`src/rtl/rv_trace_pkg.sv`:
```
// Shared types for the retire-trace encoder: record layout, beat enum and sync byte.
// Record layout depends on RV_TRACE_STREAM_MEM_EN (memory address/data stored when defined).
package rv_trace_pkg;

    localparam logic [7:0] TRACE_SYNC = 8'hC5;

    typedef enum logic [2:0] {
        IDLE,
        HDR,
        PC,
        INSTR,
        RDATA,
        MADDR,
        MDATA
    } trace_beat_e;

    // flags = {mem_write, mem_read, reg_write}
    typedef struct packed {
`ifdef RV_TRACE_STREAM_MEM_EN
        logic [31:0] mem_addr;
        logic [31:0] mem_data;
`endif
        logic [31:0] pc;
        logic [31:0] instr;
        logic [31:0] reg_data;
        logic [2:0]  flags;
        logic [7:0]  seq;
        logic        drop;
    } trace_rec_t;

    localparam int REC_W = $bits(trace_rec_t);

    function automatic logic [31:0] hdr_word(input trace_rec_t rec);
        return {TRACE_SYNC, rec.seq, 12'b0, rec.drop, rec.flags};
    endfunction

endpackage

```
`src/rtl/rv_trace_fifo.sv`:
```
// Synchronous record FIFO; a push into a full FIFO is accepted when a pop completes the same cycle.
// Storage is not reset, only the pointers are.
module rv_trace_fifo
    import rv_trace_pkg::*;
#(
    parameter int DEPTH = 8
) (
    input  logic                     i_clk,
    input  logic                     i_reset_n,
    input  logic                     i_push,
    input  logic [REC_W-1:0]         i_wdata,
    input  logic                     i_pop,
    output logic [REC_W-1:0]         o_rdata,
    output logic                     o_full,
    output logic                     o_empty,
    output logic [$clog2(DEPTH):0]   o_level
);

    localparam int AW = $clog2(DEPTH);

    logic [REC_W-1:0] mem_q [DEPTH];
    logic [AW:0]      wr_ptr_q;
    logic [AW:0]      rd_ptr_q;
    logic             push_ok;
    logic             pop_ok;

    assign o_level = wr_ptr_q - rd_ptr_q;
    assign o_full  = (o_level == (AW + 1)'(DEPTH));
    assign o_empty = (o_level == '0);
    assign push_ok = i_push && (!o_full || i_pop);
    assign pop_ok  = i_pop && !o_empty;
    assign o_rdata = mem_q[rd_ptr_q[AW-1:0]];

    always_ff @(posedge i_clk or negedge i_reset_n) begin
        if (!i_reset_n) begin
            wr_ptr_q <= '0;
            rd_ptr_q <= '0;
        end else begin
            if (push_ok) wr_ptr_q <= wr_ptr_q + 1'b1;
            if (pop_ok)  rd_ptr_q <= rd_ptr_q + 1'b1;
        end
    end

    always_ff @(posedge i_clk) begin
        if (push_ok) mem_q[wr_ptr_q[AW-1:0]] <= i_wdata;
    end

endmodule

```
`src/rtl/rv_trace_stream.sv`:
```
// Retire-trace encoder: buffers one record per retired instruction and streams it as 32-bit beats.
// Define RV_TRACE_STREAM_MEM_EN to store and emit the MADDR/MDATA beats for loads and stores.
module rv_trace_stream
    import rv_trace_pkg::*;
#(
    parameter int IADDR_SPACE_BITS = 32,
    parameter int DEPTH            = 8
) (
    input  logic                          i_clk,
    input  logic                          i_reset_n,
    input  logic                          i_retire_valid,
    input  logic [IADDR_SPACE_BITS-1:0]   i_pc,
    input  logic [31:0]                   i_instr,
    input  logic                          i_reg_write,
    input  logic [31:0]                   i_reg_data,
    input  logic                          i_mem_read,
    input  logic                          i_mem_write,
    input  logic [31:0]                   i_mem_addr,
    input  logic [31:0]                   i_mem_data,
    output logic [31:0]                   o_tdata,
    output logic                          o_tvalid,
    input  logic                          i_tready,
    output logic                          o_tlast,
    output logic                          o_overflow,
    output logic [$clog2(DEPTH):0]        o_level
);

    trace_beat_e      state_q;
    trace_beat_e      state_d;
    trace_rec_t       wr_rec;
    trace_rec_t       head;
    logic [REC_W-1:0] head_bits;
    logic [7:0]       seq_q;
    logic             drop_pending_q;
    logic             overflow_q;
    logic             full;
    logic             empty;
    logic             hs;
    logic             last_beat;
    logic             pop;
    logic             push_ok;
    logic             mem_any;
    logic             more_after_pop;

    assign o_tvalid       = (state_q != IDLE);
    assign o_overflow     = overflow_q;
    assign hs             = o_tvalid && i_tready;
    assign pop            = hs && last_beat;
    assign push_ok        = i_retire_valid && (!full || pop);
    assign head           = trace_rec_t'(head_bits);
    // After a pop the FIFO still holds a record if another was queued or one arrives now.
    assign more_after_pop = (o_level > ($clog2(DEPTH) + 1)'(1)) || i_retire_valid;

`ifdef RV_TRACE_STREAM_MEM_EN
    assign mem_any = head.flags[2] || head.flags[1];
`else
    logic unused_mem;
    assign mem_any    = 1'b0;
    assign unused_mem = ^{i_mem_addr, i_mem_data};
`endif

    always_comb begin
        wr_rec          = '0;
        wr_rec.pc       = 32'(i_pc);
        wr_rec.instr    = i_instr;
        wr_rec.reg_data = i_reg_data;
        wr_rec.flags    = {i_mem_write, i_mem_read, i_reg_write};
        wr_rec.seq      = seq_q;
        wr_rec.drop     = drop_pending_q;
`ifdef RV_TRACE_STREAM_MEM_EN
        wr_rec.mem_addr = i_mem_addr;
        wr_rec.mem_data = i_mem_data;
`endif
    end

    rv_trace_fifo #(
        .DEPTH (DEPTH)
    ) u_fifo (
        .i_clk     (i_clk),
        .i_reset_n (i_reset_n),
        .i_push    (i_retire_valid),
        .i_wdata   (wr_rec),
        .i_pop     (pop),
        .o_rdata   (head_bits),
        .o_full    (full),
        .o_empty   (empty),
        .o_level   (o_level)
    );

    // Every retire consumes a sequence number, even when its record is dropped.
    always_ff @(posedge i_clk or negedge i_reset_n) begin
        if (!i_reset_n) begin
            seq_q          <= '0;
            drop_pending_q <= 1'b0;
            overflow_q     <= 1'b0;
        end else if (i_retire_valid) begin
            seq_q <= seq_q + 8'd1;
            if (push_ok) begin
                drop_pending_q <= 1'b0;
            end else begin
                drop_pending_q <= 1'b1;
                overflow_q     <= 1'b1;
            end
        end
    end

    always_ff @(posedge i_clk or negedge i_reset_n) begin
        if (!i_reset_n) state_q <= IDLE;
        else            state_q <= state_d;
    end

    always_comb begin
        last_beat = 1'b0;
        case (state_q)
            INSTR:   last_beat = !head.flags[0] && !mem_any;
            RDATA:   last_beat = !mem_any;
            MDATA:   last_beat = 1'b1;
            default: last_beat = 1'b0;
        endcase
    end

    always_comb begin
        state_d = state_q;
        case (state_q)
            IDLE:  if (!empty || i_retire_valid) state_d = HDR;
            HDR:   if (hs) state_d = PC;
            PC:    if (hs) state_d = INSTR;
            INSTR: if (hs) begin
                if (last_beat)          state_d = more_after_pop ? HDR : IDLE;
                else if (head.flags[0]) state_d = RDATA;
                else                    state_d = MADDR;
            end
            RDATA: if (hs) begin
                if (last_beat) state_d = more_after_pop ? HDR : IDLE;
                else           state_d = MADDR;
            end
            MADDR: if (hs) state_d = MDATA;
            MDATA: if (hs) state_d = more_after_pop ? HDR : IDLE;
            default: state_d = IDLE;
        endcase
    end

    always_comb begin
        o_tdata = '0;
        o_tlast = last_beat;
        case (state_q)
            HDR:   o_tdata = hdr_word(head);
            PC:    o_tdata = head.pc;
            INSTR: o_tdata = head.instr;
            RDATA: o_tdata = head.reg_data;
`ifdef RV_TRACE_STREAM_MEM_EN
            MADDR: o_tdata = head.mem_addr;
            MDATA: o_tdata = head.mem_data;
`endif
            default: o_tdata = '0;
        endcase
    end

endmodule

```
`config.mk`:
```
export PLATFORM = sky130hd
export DESIGN_NAME = rv_trace_stream
export DESIGN_NICKNAME = d
export VERILOG_FILES = /design/src/rtl/rv_trace_pkg.sv /design/src/rtl/rv_trace_fifo.sv /design/src/rtl/rv_trace_stream.sv
export SDC_FILE = /design/constraint.sdc
export NUM_CORES = 1
export LEC_CHECK = 0
export ABC_CLOCK_PERIOD_IN_PS = 21800
export BUFFER_PORTS_ARGS = -buffer_cell sky130_fd_sc_hd__buf_2
export CAP_MARGIN = 10
export CORE_UTILIZATION = 30
export CTS_CLUSTER_DIAMETER = 80
export DETAILED_ROUTE_END_ITERATION = 10
export RECOVER_POWER = 50
export SLEW_MARGIN = 20
export SYNTH_ARGS = -nofsm -noshare
export SYNTH_HDL_FRONTEND = slang
export SYNTH_SLANG_ARGS = --single-unit
```
`constraint.sdc`:
```
create_clock -name i_clk -period 21.8 [get_ports i_clk]
set_input_delay 2.18 -clock i_clk [delete_from_list [all_inputs] [get_ports i_clk]]
set_output_delay 2.18 -clock i_clk [all_outputs]
set_load 0.05 [all_outputs]
```
[Word level (Yosys, flattened, before mapping)]
Memories as Yosys holds them, arrays and structs flattened.
Index checks and enable logic that the tools add are counted.
Operators by class
  $add $sub $neg: 4
  multiply operators: 0
  div/mod/pow operators: 0
  order comparisons: 1
  equal/unequal tests: 14
  shift-type cells: 0
  multiplexer cells: 17
  bitwise gates (word level): 1
  reductions and logical operators: 16
Operators by type and width (number)
  $pmux 32 s4: 1
  $mux 3: 9
  $pmux 3 s7: 1
  $ne 2x2->1 const B: 7
  $eq 3x3->1 const B: 3
  $add 4x1->4 const B: 2
  $add 8x1->8 const B: 1
  $reduce_and 7->1: 1
  $eq 3x2->1 const B: 2
  $mux 1: 5
  $eq 4x4->1 const B: 1
  $gt 4x1->1 const B: 1
  $logic_and 1x1->1: 4
  $logic_not 4->1: 1
  $sub 4x4->4: 1
  $eq 3x1->1 const B: 1
  $logic_not 1->1: 3
  $logic_not 3->1: 1
  $logic_or 1x1->1: 3
  $reduce_bool 3->1: 1
  $pmux 1 s2: 1
  $reduce_and 2->1: 1
  $reduce_or 2->1: 1
  $not 1->1: 1
Word-level totals
  flip-flop bits (word level): 21
  latch bits: 0
  memory bits (writable): 864
  ROM bits: 0
  output and inout bits: 39
  memories: 1
Memories
  u_fifo.mem_q: words 8, width 108, rd ports 1, clocked after Yosys merged registers in 0, write ports 1, RTL line rv_trace_fifo.sv:21  | logic [REC_W-1:0] mem_q [DEPTH];

[Longest topological paths before layout]
  word-level depth: 8
  gate-level depth with buffers: 11
  mapped depth without buffers: 9

[Hierarchy]
A second synthesis with hierarchy kept.
Unflattened totals
  cells, all modules: 1739
  area total of the unflattened synthesis: 34395.5 um2
Modules (own cells, without submodules)
  rv_trace_fifo: times used 1, cells each 1535, area each 32900.3 um2
  rv_trace_stream: times used 1, cells each 204, area each 1495.2 um2

[Least setup slack after synthesis]
No wires, ideal clock.
  path kind: reg-to-reg
  start point: register u_fifo.rd_ptr_q[2]
  end point: memory u_fifo.mem_q[3][0] (netlist bit) (enable)
  library setup time: 0.708 ns
  arrival: 10.520 ns
  required time: 21.092 ns
  path slack: 10.572 ns
  cell stages (with the launch flop): 12
  path buffers: 5
  period minus slack after synthesis: 11.228 ns
  path through: dfrtp_1 -> clkbuf_1 -> inv_2 -> buf_2 -> buf_1 -> ha_1 -> xor2_1 -> or3_1 -> clkbuf_1 -> o31ai_2 -> buf_6 -> nor3_1
Between the ends
  elaborated cells on any way between the ends: 11
  those cells by class: add/sub: 1; eq/ne: 1; mux: 3; reduce/logical: 5; memory: 1
RTL lines
  from (decl): RTL line rv_trace_fifo.sv:23  | logic [AW:0] rd_ptr_q;
  from (signal assigned): RTL line rv_trace_fifo.sv:40  | if (pop_ok) rd_ptr_q <= rd_ptr_q + 1'b1;
  $sub 4x4->4: RTL line rv_trace_fifo.sv:27  | assign o_level = wr_ptr_q - rd_ptr_q;
  named net o_level[2]: RTL line rv_trace_stream.sv:25  | output logic [$clog2(DEPTH):0] o_level
  $eq 4x4->1: RTL line rv_trace_fifo.sv:28  | assign o_full = (o_level == (AW + 1)'(DEPTH));
  $logic_not 1->1: RTL line rv_trace_fifo.sv:30  | assign push_ok = i_push && (!o_full || i_pop);
  $logic_or 1x1->1: RTL line rv_trace_fifo.sv:30
  $logic_and 1x1->1: RTL line rv_trace_fifo.sv:30
  $mux 1: RTL line rv_trace_fifo.sv:45  | if (push_ok) mem_q[wr_ptr_q[AW-1:0]] <= i_wdata;
  $mux 1 (not written as such): RTL line rv_trace_fifo.sv:45
  to (decl): RTL line rv_trace_fifo.sv:21
The timed path passes the listed nets, and every way through them passes these cells.

[Final worst setup path]
  start point: register u_fifo.rd_ptr_q[0]
  end point: output o_tdata[0]
Between the ends
  longest elaborated chain between the ends: 2
Ends and longest elaborated chain
  $mem_v2 8x108
  $pmux 32 s4: RTL line rv_trace_stream.sv:146  | case (state_q)
  to (decl): RTL line rv_trace_stream.sv:20  | output logic [31:0] o_tdata,
Every way passes these cells.

==> impl_metrics.json <==
{
  "cts.sinks": 885,
  "violations": "max-capacitance violations, max-slew violations",
  "post-route-period-util_pct": 42.1,
  "worstPathMaxFanout": 112,
  "cts_tree": "built",
  "leakage_uw": 0.0125,
  "seq_area_um2": 26500,
  "path_class": "flip-flop to output port",
  "r2r_slack_ns": 12.89,
  "mostFrequentLayoutCell": "edfxtp_1",
  "synth_edf_count": 864,
  "syn_nets": 1637,
  "grt_pass1_wl_mm": 112,
  "core_um2": 112000,
  "avgRoutedWirePerCell_um": 23.8,
  "antenna_found_initial": 25,
  "hold_start": "o_overflow",
  "p_int_uw": 3650,
  "setup-tns-final_ns": 0,
  "cts_buffer_depth": 3,
  "drive_gt1_share_pct": 24.6,
  "power_uw": 5450,
  "reg2reg_depth": 10,
  "worstSetupPathDepth": 6,
  "timing.rr.start": "u_fifo.rd_ptr_q[0]",
  "status": "finished, violations left",
  "arrival_ns": 6.99,
  "clockPowerShare_pct": 26.1,
  "fin_nets": 1818,
  "fill_cells": 10400,
  "die_area_um2": 115000,
  "gp_congestion": 0.719,
  "syn_to_final_growth_pct": 14.9,
  "wl_mm": 76.6,
  "viasPerCell": 4.77,
  "reg2reg_to": "u_fifo.mem_q[1][4]",
  "chipWidth_um": 339,
  "start_kind": "flip-flop",
  "yosysWarningCount": 0,
  "cts_buffers": 83,
  "async_flop_share_pct": 2.37,
  "hold_violations": 0,
  "maxCapViolCount": 2,
  "max_stage_delay_ns": 2.00,
  "finClkSkew_ns": 0.0223,
  "groute.usage.overall_pct": 13.3,
  "drtIter0Drc": 1183,
  "drc_errors": 0,
  "num_io_pins": 206,
  "clk_latency_ns": 0.64,
  "grt_overflow": 0,
  "timing.final.crit_period_ns": 9.17,
  "peakVddDrop_mv": 0.110,
  "cp_num_buf_inv": 3,
  "post-cts-setup-buffer-count": 0,
  "end_kind": "output port",
  "fmax_mhz": 109,
  "finalSetupViolCount": 0,
  "fp.dieH_um": 339,
  "powerDensity_nw_per_um2": 139,
  "hold_buffers": 0,
  "grt_setup_unrepaired": "false",
  "multi_input_area_um2": 7190,
  "synthCells": 1463,
  "finalMaxSlewViolations": 68,
  "initial_core_util_pct": 30.2,
  "synth_area_per_cell_um2": 23.2,
  "critical-path-top-delay-family": "buffers and inverters",
  "clk_pin_slew_worst_paths_ns": 0.06,
  "critPathSlowestCell": "dfrtp_1",
  "hp-class": "flip-flop to flip-flop",
  "vias": 15300,
  "row_count": 123,
  "crit_chain": "buf_12 -> clkbuf_1 -> mux4_2 -> mux2_1 -> a311o_1 -> buf_2",
  "root_buffer": "clkbuf_16",
  "cts_resized": 0,
  "htree_levels": 3,
  "ys_types": 47,
  "ys_seq_elements": 885,
  "io_buffer_count": 141,
  "cp_data_required_time_ns": 19.62,
  "worstMarginPinSlew_ns": 2.52,
  "p_seq_share_pct": 42.7,
  "hold_depth": 1,
  "synth_area_um2": 34000,
  "grt_max_degree": 113,
  "synth_flop_cell": "edfxtp_1",
  "sw_frac_of_total_pct": 33.0,
  "grt_pass1_vias": 16100,
  "first_pass_iters": 5,
  "p_comb_share_pct": 31.2,
  "antenna_left": 0,
  "slew_headroom_pct": -68.1,
  "power.switching_uw": 1800,
  "final_cell_mix": "edfxtp_1 (864), mux4_2 (216), clkbuf_1 (128)",
  "synth-seq-area-share_pct": 77.8,
  "min_to": "o_overflow",
  "hpwlAfterDp_mm": 42.3
}
==> layout make-up <==
type	instances	share of cell area (%)
flip-flops and latches	885	67.8
multi-input cells	490	18.4
clock buffers	106	5.62
well taps	1500	4.80
repair buffers	174	2.11
clock inverters	48	1.16
inverters	10	0.128
diodes	1	0.00641
==> through the flow <==
| step | hold WS, ns | instances | worst slack [ns] | instance area [um^2] | util [%] |
|---|---|---|---|---|---|
| after floorplan | 0.466 | 1463 | 10.57 | 34000 | - |
| after global placement | 0.443 | 3059 | 15.54 | 36600 | 32.5 |
| after detailed placement | 0.448 | 3059 | 15.52 | 36600 | 32.5 |
| after CTS | 0.462 | 3213 | 14.81 | 39200 | 34.9 |
| after global routing | 0.491 | 3213 | 11.67 | 39100 | 34.7 |
| final | 0.457 | 3214 | 12.63 | 39100 | 34.7 |
==> cells in the mapped netlist, types with 6 or more instances <==
library cell | number | share of area [%]
nand2_1 | 14 | 0.15
or2_2 | 11 | 0.20
o211ai_1 | 6 | 0.13
buf_2 | 26 | 0.38
mux2i_1 | 106 | 3.1
dfrtp_1 | 21 | 1.5
o22a_1 | 20 | 0.52
mux4_2 | 216 | 14
edfxtp_1 | 864 | 76
clkbuf_1 | 38 | 0.42
o21ai_0 | 20 | 0.29
buf_1 | 9 | 0.099
o22ai_1 | 24 | 0.44
xnor2_1 | 13 | 0.33
ha_1 | 6 | 0.22
inv_1 | 9 | 0.099
==> logic make-up (layout without fill, tap and decap cells) <==
family / Yosys count / after routing / share of synthesized area, %
and+or+nand+nor: 52 / 52 / 0.916
other: 0 / 1 / 0
buffers and inverters: 88 / 338 / 1.14
DFF: 885 / 885 / 77.8
adders and majority gates: 7 / 7 / 0.280
xor gates and xnor gates: 15 / 15 / 0.386
muxes: 326 / 326 / 17.6
AOI/OAI and AO/OA: 90 / 90 / 1.87
==> worst reg2reg max path: stages, from the launching register on <==
cell and delay, ns:
dfrtp_1 2.00, buf_12 0.63, clkbuf_1 2.01, mux4_2 0.69
mux2_1 0.40, o21ai_0 0.59, o31ai_2 0.10, clkbuf_1 0.42
nor4_4 0.30, buf_4 0.55, buf_4 0.82
==> metal layers <==
| metal | global-route usage [%] | up-vias | share of wire, % | wire length, um |
|---|---|---|---|---|
| met2 | 23.2 | 405 | 52 | 39600 |
| met5 | 0 | - | 0.18 | 141 |
| met4 | 2.96 | 22 | 1.8 | 1390 |
| li1 | - | 6612 | - | - |
| met1 | 16.6 | 8172 | 40 | 30900 |
| met3 | 3.21 | 129 | 5.9 | 4530 |
==> registers in the layout (all words and copies together), names as in the netlist <==
signal and cells:
u_fifo.mem_q 864, state_q 3, u_fifo.wr_ptr_q 4, seq_q 8, u_fifo.rd_ptr_q 4, o_overflow 1
drop_pending_q 1
==> power groups by stage <==
stage          sequential, uW  combinational [uW]  clock, uW
6_report                 2330                1700       1420
4_1_cts                  2330                1760       1450
5_1_grt                  2360                1820       1520
3_3_place_gp             2350                1740          0
2_1_floorplan            2320                1290          0
3_5_place_dp             2370                1750          0
==> worst max-delay path by stage <==
stage	startpoint	end	slack (ns)
after floorplan	u_fifo.rd_ptr_q[2]	u_fifo.mem_q[3][0]	10.57
after global placement	u_fifo.rd_ptr_q[0]	o_tdata[11]	15.54
after detailed placement	u_fifo.rd_ptr_q[0]	o_tdata[0]	15.52
after CTS	u_fifo.rd_ptr_q[0]	o_tdata[11]	14.81
after global routing	u_fifo.rd_ptr_q[0]	o_tdata[0]	11.67
final	u_fifo.rd_ptr_q[0]	o_tdata[0]	12.63
Note: power is estimated with default switching activity, not from simulation.
